`config.mk`:
```
export PLATFORM = sky130hd
export DESIGN_NAME = am_err_monitor
export DESIGN_NICKNAME = d
export VERILOG_FILES = /design/src/rtl/am_metrics_pkg.sv /design/src/rtl/am_err_stage.sv /design/src/rtl/am_err_monitor.sv
export SDC_FILE = /design/constraint.sdc
export NUM_CORES = 1
export LEC_CHECK = 0
export ABC_CLOCK_PERIOD_IN_PS = 19490
export CAP_MARGIN = 20
export CORE_MARGIN = 2
export CORE_UTILIZATION = 44
export CTS_BUF_LIST = sky130_fd_sc_hd__clkbuf_8
export DETAILED_ROUTE_END_ITERATION = 16
export SETUP_SLACK_MARGIN = 0.2
export SYNTH_ARGS = -nofsm -noshare
export SYNTH_HDL_FRONTEND = slang
export SYNTH_HIERARCHICAL = 1
export SYNTH_SLANG_ARGS = --single-unit
```
`constraint.sdc`:
```
create_clock -name clk -period 19.49 [get_ports clk]
set_input_delay 4.8725 -clock clk [delete_from_list [all_inputs] [get_ports clk]]
set_output_delay 4.8725 -clock clk [all_outputs]
set_load 0.01 [all_outputs]
```
`src/rtl/am_metrics_pkg.sv`:
```
// am_metrics_pkg
// Shared definitions for the approximate-multiplier error monitor:
//   - datapath widths for operands, products, errors and accumulators
//   - run-control state enum
//   - sat_add: saturating add used by every counter and accumulator
package am_metrics_pkg;

    localparam int OP_W     = 8;
    localparam int PROD_W   = 16;
    localparam int ERR_W    = 17;
    localparam int SUMERR_W = 34;
    localparam int SUMABS_W = 32;
    localparam int SUMSQ_W  = 48;

    typedef enum logic [1:0] {
        ST_IDLE  = 2'd0,
        ST_RUN   = 2'd1,
        ST_DRAIN = 2'd2,
        ST_DONE  = 2'd3
    } am_state_e;

    // Adds two values already extended to 64 bits (sign-extended when
    // is_signed, zero-extended otherwise) and clamps the result to the
    // range of a w-bit signed or unsigned accumulator. The caller keeps
    // the low w bits of the result.
    function automatic logic [63:0] sat_add(
        input logic [63:0] a,
        input logic [63:0] b,
        input int unsigned w,
        input logic        is_signed
    );
        logic signed [64:0] s;
        logic signed [64:0] hi;
        logic signed [64:0] lo;
        s = $signed({a[63], a}) + $signed({b[63], b});
        if (is_signed) begin
            hi = (65'sd1 <<< (w - 1)) - 65'sd1;
            lo = -(65'sd1 <<< (w - 1));
        end else begin
            hi = (65'sd1 <<< w) - 65'sd1;
            lo = '0;
        end
        if (s > hi) begin
            s = hi;
        end else if (s < lo) begin
            s = lo;
        end
        return s[63:0];
    endfunction

endpackage

```
`src/rtl/am_err_stage.sv`:
```
// am_err_stage
// Two-stage error pipeline behind the approximate multiplier.
//   S1: registers the exact product x*y, the approximate product and valid.
//   S2: registers signed error z-x*y, its magnitude and its square.
// Ports:
//   clk_i   clock
//   flush_i clears both valid bits (data registers are left free-running)
//   vld_i   sample accepted this cycle
//   x_i/y_i operands, z_i approximate product
//   vld_o   S2 valid; err_o (17b two's complement), abs_o (16b), sq_o (32b)
module am_err_stage
    import am_metrics_pkg::*;
(
    input  logic                  clk_i,
    input  logic                  flush_i,
    input  logic                  vld_i,
    input  logic [OP_W-1:0]       x_i,
    input  logic [OP_W-1:0]       y_i,
    input  logic [PROD_W-1:0]     z_i,
    output logic                  vld_o,
    output logic [ERR_W-1:0]      err_o,
    output logic [PROD_W-1:0]     abs_o,
    output logic [2*PROD_W-1:0]   sq_o
);

    logic                      vld_p1;
    logic [PROD_W-1:0]         exact_p1;
    logic [PROD_W-1:0]         z_p1;

    logic signed [ERR_W-1:0]   err_s1;
    logic [PROD_W-1:0]         abs_s1;
    logic [2*PROD_W-1:0]       sq_s1;

    logic                      vld_p2;
    logic signed [ERR_W-1:0]   err_p2;
    logic [PROD_W-1:0]         abs_p2;
    logic [2*PROD_W-1:0]       sq_p2;

    // ---- stage S1: exact product ----
    always_ff @(posedge clk_i) begin
        if (flush_i) begin
            vld_p1 <= 1'b0;
        end else begin
            vld_p1 <= vld_i;
        end
        exact_p1 <= PROD_W'(x_i) * PROD_W'(y_i);
        z_p1     <= z_i;
    end

    // Both products are 16-bit unsigned, so the difference always fits in
    // 17-bit signed and its magnitude never exceeds 65535.
    always_comb begin
        err_s1 = $signed({1'b0, z_p1}) - $signed({1'b0, exact_p1});
        abs_s1 = PROD_W'(err_s1[ERR_W-1] ? -err_s1 : err_s1);
        sq_s1  = (2*PROD_W)'(abs_s1) * (2*PROD_W)'(abs_s1);
    end

    // ---- stage S2: error, magnitude, square ----
    always_ff @(posedge clk_i) begin
        if (flush_i) begin
            vld_p2 <= 1'b0;
        end else begin
            vld_p2 <= vld_p1;
        end
        err_p2 <= err_s1;
        abs_p2 <= abs_s1;
        sq_p2  <= sq_s1;
    end

    assign vld_o = vld_p2;
    assign err_o = err_p2;
    assign abs_o = abs_p2;
    assign sq_o  = sq_p2;

endmodule

```
`src/rtl/am_err_monitor.sv`:
```
// am_err_monitor
// Collects error statistics of an 8x8 approximate multiplier over a run of
// NUM_SAMPLES accepted samples.
// Ports:
//   clk, rst (sync, active-high), clear (sync abort, same effect as rst)
//   start       begins a run from IDLE or DONE
//   in_valid/in_ready  sample handshake; in_ready is registered
//   x, y, z_approx     operands and approximate product
//   busy        run in progress (RUN or DRAIN), done: statistics final
//   sample_cnt, err_cnt, sum_err (signed), sum_abs_err, sum_sq_err,
//   max_abs_err  saturating statistics, valid two cycles after acceptance
module am_err_monitor
    import am_metrics_pkg::*;
#(
    parameter int NUM_SAMPLES = 65536,
    parameter int CNT_W       = 17
) (
    input  logic                 clk,
    input  logic                 rst,
    input  logic                 start,
    input  logic                 clear,
    input  logic                 in_valid,
    output logic                 in_ready,
    input  logic [OP_W-1:0]      x,
    input  logic [OP_W-1:0]      y,
    input  logic [PROD_W-1:0]    z_approx,
    output logic                 busy,
    output logic                 done,
    output logic [CNT_W-1:0]     sample_cnt,
    output logic [CNT_W-1:0]     err_cnt,
    output logic [SUMERR_W-1:0]  sum_err,
    output logic [SUMABS_W-1:0]  sum_abs_err,
    output logic [SUMSQ_W-1:0]   sum_sq_err,
    output logic [PROD_W-1:0]    max_abs_err
);

    localparam logic [CNT_W-1:0] N_C = CNT_W'(NUM_SAMPLES);

    am_state_e                  state_q, state_d;
    logic [CNT_W-1:0]           acc_q, acc_d;
    logic                       drain_q, drain_d;
    logic                       in_ready_q, in_ready_d;
    logic                       zero_stats;

    logic [CNT_W-1:0]           sample_cnt_q, sample_cnt_d;
    logic [CNT_W-1:0]           err_cnt_q, err_cnt_d;
    logic signed [SUMERR_W-1:0] sum_err_q, sum_err_d;
    logic [SUMABS_W-1:0]        sum_abs_q, sum_abs_d;
    logic [SUMSQ_W-1:0]         sum_sq_q, sum_sq_d;
    logic [PROD_W-1:0]          max_abs_q, max_abs_d;

    logic                       flush;
    logic                       accept;
    logic                       vld_p2;
    logic signed [ERR_W-1:0]    err_p2;
    logic [PROD_W-1:0]          abs_p2;
    logic [2*PROD_W-1:0]        sq_p2;

    assign flush  = rst | clear;
    assign accept = in_valid & in_ready_q;

    am_err_stage u_stage (
        .clk_i   (clk),
        .flush_i (flush),
        .vld_i   (accept),
        .x_i     (x),
        .y_i     (y),
        .z_i     (z_approx),
        .vld_o   (vld_p2),
        .err_o   (err_p2),
        .abs_o   (abs_p2),
        .sq_o    (sq_p2)
    );

    // Run control. RUN stays one extra cycle after the last acceptance with
    // in_ready low, then DRAIN holds two cycles so the last sample has been
    // accumulated well before done rises.
    always_comb begin
        state_d    = state_q;
        acc_d      = acc_q;
        drain_d    = drain_q;
        zero_stats = 1'b0;
        unique case (state_q)
            ST_IDLE, ST_DONE: begin
                if (start) begin
                    state_d    = ST_RUN;
                    acc_d      = '0;
                    zero_stats = 1'b1;
                end
            end
            ST_RUN: begin
                if (accept) begin
                    acc_d = acc_q + 1'b1;
                end
                if (acc_q == N_C) begin
                    state_d = ST_DRAIN;
                    drain_d = 1'b0;
                end
            end
            ST_DRAIN: begin
                if (drain_q) begin
                    state_d = ST_DONE;
                end else begin
                    drain_d = 1'b1;
                end
            end
            default: state_d = ST_IDLE;
        endcase
        in_ready_d = (state_d == ST_RUN) && (acc_d < N_C);
    end

    // Accumulators. A start zeroes everything; otherwise each S2-valid
    // sample is folded in with saturation.
    always_comb begin
        sample_cnt_d = sample_cnt_q;
        err_cnt_d    = err_cnt_q;
        sum_err_d    = sum_err_q;
        sum_abs_d    = sum_abs_q;
        sum_sq_d     = sum_sq_q;
        max_abs_d    = max_abs_q;
        if (zero_stats) begin
            sample_cnt_d = '0;
            err_cnt_d    = '0;
            sum_err_d    = '0;
            sum_abs_d    = '0;
            sum_sq_d     = '0;
            max_abs_d    = '0;
        end else if (vld_p2) begin
            sample_cnt_d = CNT_W'(sat_add(64'(sample_cnt_q), 64'd1, CNT_W, 1'b0));
            if (err_p2 != '0) begin
                err_cnt_d = CNT_W'(sat_add(64'(err_cnt_q), 64'd1, CNT_W, 1'b0));
            end
            sum_err_d = SUMERR_W'(sat_add(64'(sum_err_q), 64'(err_p2), SUMERR_W, 1'b1));
            sum_abs_d = SUMABS_W'(sat_add(64'(sum_abs_q), 64'(abs_p2), SUMABS_W, 1'b0));
            sum_sq_d  = SUMSQ_W'(sat_add(64'(sum_sq_q), 64'(sq_p2), SUMSQ_W, 1'b0));
            if (abs_p2 > max_abs_q) begin
                max_abs_d = abs_p2;
            end
        end
    end

    always_ff @(posedge clk) begin
        if (flush) begin
            state_q      <= ST_IDLE;
            acc_q        <= '0;
            drain_q      <= 1'b0;
            in_ready_q   <= 1'b0;
            sample_cnt_q <= '0;
            err_cnt_q    <= '0;
            sum_err_q    <= '0;
            sum_abs_q    <= '0;
            sum_sq_q     <= '0;
            max_abs_q    <= '0;
        end else begin
            state_q      <= state_d;
            acc_q        <= acc_d;
            drain_q      <= drain_d;
            in_ready_q   <= in_ready_d;
            sample_cnt_q <= sample_cnt_d;
            err_cnt_q    <= err_cnt_d;
            sum_err_q    <= sum_err_d;
            sum_abs_q    <= sum_abs_d;
            sum_sq_q     <= sum_sq_d;
            max_abs_q    <= max_abs_d;
        end
    end

    assign in_ready    = in_ready_q;
    assign busy        = (state_q == ST_RUN) || (state_q == ST_DRAIN);
    assign done        = (state_q == ST_DONE);
    assign sample_cnt  = sample_cnt_q;
    assign err_cnt     = err_cnt_q;
    assign sum_err     = sum_err_q;
    assign sum_abs_err = sum_abs_q;
    assign sum_sq_err  = sum_sq_q;
    assign max_abs_err = max_abs_q;

endmodule

```
==> qor.yml <==
drc: 0
crit_top_cell: "fa_1"
rsz0062_at_grt: "no"
status: "complete, no violations"
vias_per_cell: 5.35
start_util_pct: 44.6
ys_async_sr_fraction_pct: 0
cts-buffers-inserted: 51
path_clk_slew_ps: 60
synth.cell_area_mm2: 0.0247
hold_buffers: 0
port_buffers: 203
placeableCoreArea_mm2: 0.0553
utilization_pct: 51.8
timing.final.max_slew_violations: 0
synth_fa_ha_area_share_pct: 31.0
nets: 3520
synth_edf_count: 0
crit_fanout: 15
synth_top_family_by_area: "adder cells"
critPathLaunchType: "register"
end_kind: "register"
first_pass_iters: 5
cts_tree: "yes"
cts_resized: 0
wirelength_mm: 63.3
yosys.area.top_type: "dfxtp_1"
area_delta_synth_final_pct: 16.0
slew_headroom_pct: 33.7
cp.required_ps: 19990
holdCritPathClass: "register to register"
yosys_warnings: 6
synth_area_leaders: "dfxtp_1 23%, fa_1 17%, ha_1 13%"
hold_viol: 0
synthMuxAreaShare_pct: 0.892
crit_path_max_incr_delay_ps: 600
synth_cells: 2832
syn_avg_cell_area_um2: 8.72
grt_max_degree: 115
critPathKind: "register to register"
die_area_mm2: 0.0580
yosysSeqAreaShare_pct: 22.8
period_minus_slack_ps: 9670
drt_iter0_markers: 1059
post_drt_wl_per_cell_um: 16.6
gp_congestion: 0.909
clock_latency_ps: 630
slowest_stage: "or4b_4"
grt_pass1_wl_mm: 104
synth_xor_area_share_pct: 6.07
synth_nets: 3332
critPathArrivalTime_ps: 10180
fin_skew_ps: 23.1
fin_tns_setup_ps: 0
synth_ff_type: "dfxtp_1"
yosys.cell_count.top_type: "inv_1"
dp.final_hpwl_mm: 49.5
ys_top_cells_by_count: "390 x inv_1, 281 x dfxtp_1, 259 x ha_1"
fmax_mhz: 103
synth_compound_area_share_pct: 17.6
finalSetupViolCount: 0
fin_crit_sh_pct: 49.6
die_y_um: 241
ys_ff_latch: 281
rows: 86
max_cap_viol_count: 0
clockBufferDepth: 3
die_x_um: 241
grt_overflow: 0
grt_pass1_vias: 20500
io_pins: 204
track_usage_pct: 22.2
final_antenna_net_count: 0
drive_above_1_share_pct: 6.74
antenna_found_initial: 2
synth_top_area_share_pct: 22.8
htreeDepth: 2
vias: 20400
synth-simple-area-share_pct: 14.0
tightest_slew_ps: 994
cts_root_buffer: "clkbuf_8"
synth_cell_types: 94
whs_ps: 447
cts.sinks: 281
post-cts-setup-buffers: 0
-- logic make-up (layout without fill, tap and decap cells) --
family	Yosys count	count (layout)
flops	281	281
xor+xnor	165	165
other cells	1	3
compound gates	673	673
mux	22	22
buf+inv	482	707
fa+ha+maj	493	493
simple gates	715	715
-- layout make-up --
cell class / count / area [µm²]
Multi-Input combinational cell: 2069 / 17200
Clock inverter: 26 / 303
Tap cell: 748 / 936
Sequential cell: 281 / 5630
Clock buffer: 64 / 881
Antenna cell: 2 / 5.00
Inverter: 396 / 1490
Fill cell: 5204 / 26700
Timing Repair Buffer: 221 / 2180
-- worst paths after layout --
check	startpoint	end	slack (ps)	cells after the start
hold / removal	u_stage/vld_p1	u_stage/vld_o	450	1
hold reg to reg	u_stage/vld_p1	u_stage/vld_o	450	1
setup / recovery	u_stage/exact_p1[0]	u_stage/sq_o[30]	9820	34
setup reg to reg	u_stage/exact_p1[0]	u_stage/sq_o[30]	9820	34
-- stage by stage --
step / cell area, µm² / setup WS, ps / cells
final: 28600 / 9820 / 3807
after global placement: 27400 / 9810 / 3714
after global routing: 28600 / 9240 / 3806
after detailed placement: 27400 / 9710 / 3714
after CTS: 28600 / 9760 / 3804
after floorplan: 24700 / 10690 / 2832
-- flip-flops by register name, summed over array words and instances, names as in the netlist, 15 cells and up --
| register | cells |
|---|---|
| sum_abs_err | 32 |
| sum_sq_err | 48 |
| u_stage/abs_o | 15 |
| err_cnt | 17 |
| acc_q | 17 |
| u_stage/sq_o | 31 |
| u_stage/err_o | 16 |
| u_stage/z_p1 | 16 |
| sample_cnt | 17 |
| u_stage/exact_p1 | 16 |
| max_abs_err | 16 |
| sum_err | 34 |
-- cells in the final DEF, fill, tap and decap left out, drive strengths merged, types with 24 or more instances in the layout --
master,count
o21a,25
fa,204
nor2,199
ha,259
clkdlybuf4s50,203
clkbuf,64
a211oi,24
dfxtp,281
xor2,68
nand4,35
a31oi,44
a21o,57
inv,408
and2,48
and3,38
a21oi,225
nor3,39
nand3,50
o21ai,156
nand2,203
maj3,30
xnor2,97
-- worst max-delay path: cells and delay by family, from the launching register on --
family                     cells  cell delay, ps
AOI/OAI and AO/OA             12            2600
adders and majority gates      9            3860
DFF                            1             330
buffers and inverters          5             260
xor gates and xnor gates       3             950
and+or+nand+nor                5            1550
-- metal layers --
layer	wire length, µm	track usage [%]
met5	13	0
met4	1760	6.90
met3	3450	3.51
met2	29300	37.4
met1	28700	29.4
Power is not shown: default switching activity piles up to over one toggle a cycle in this logic, so the estimate is an artifact.
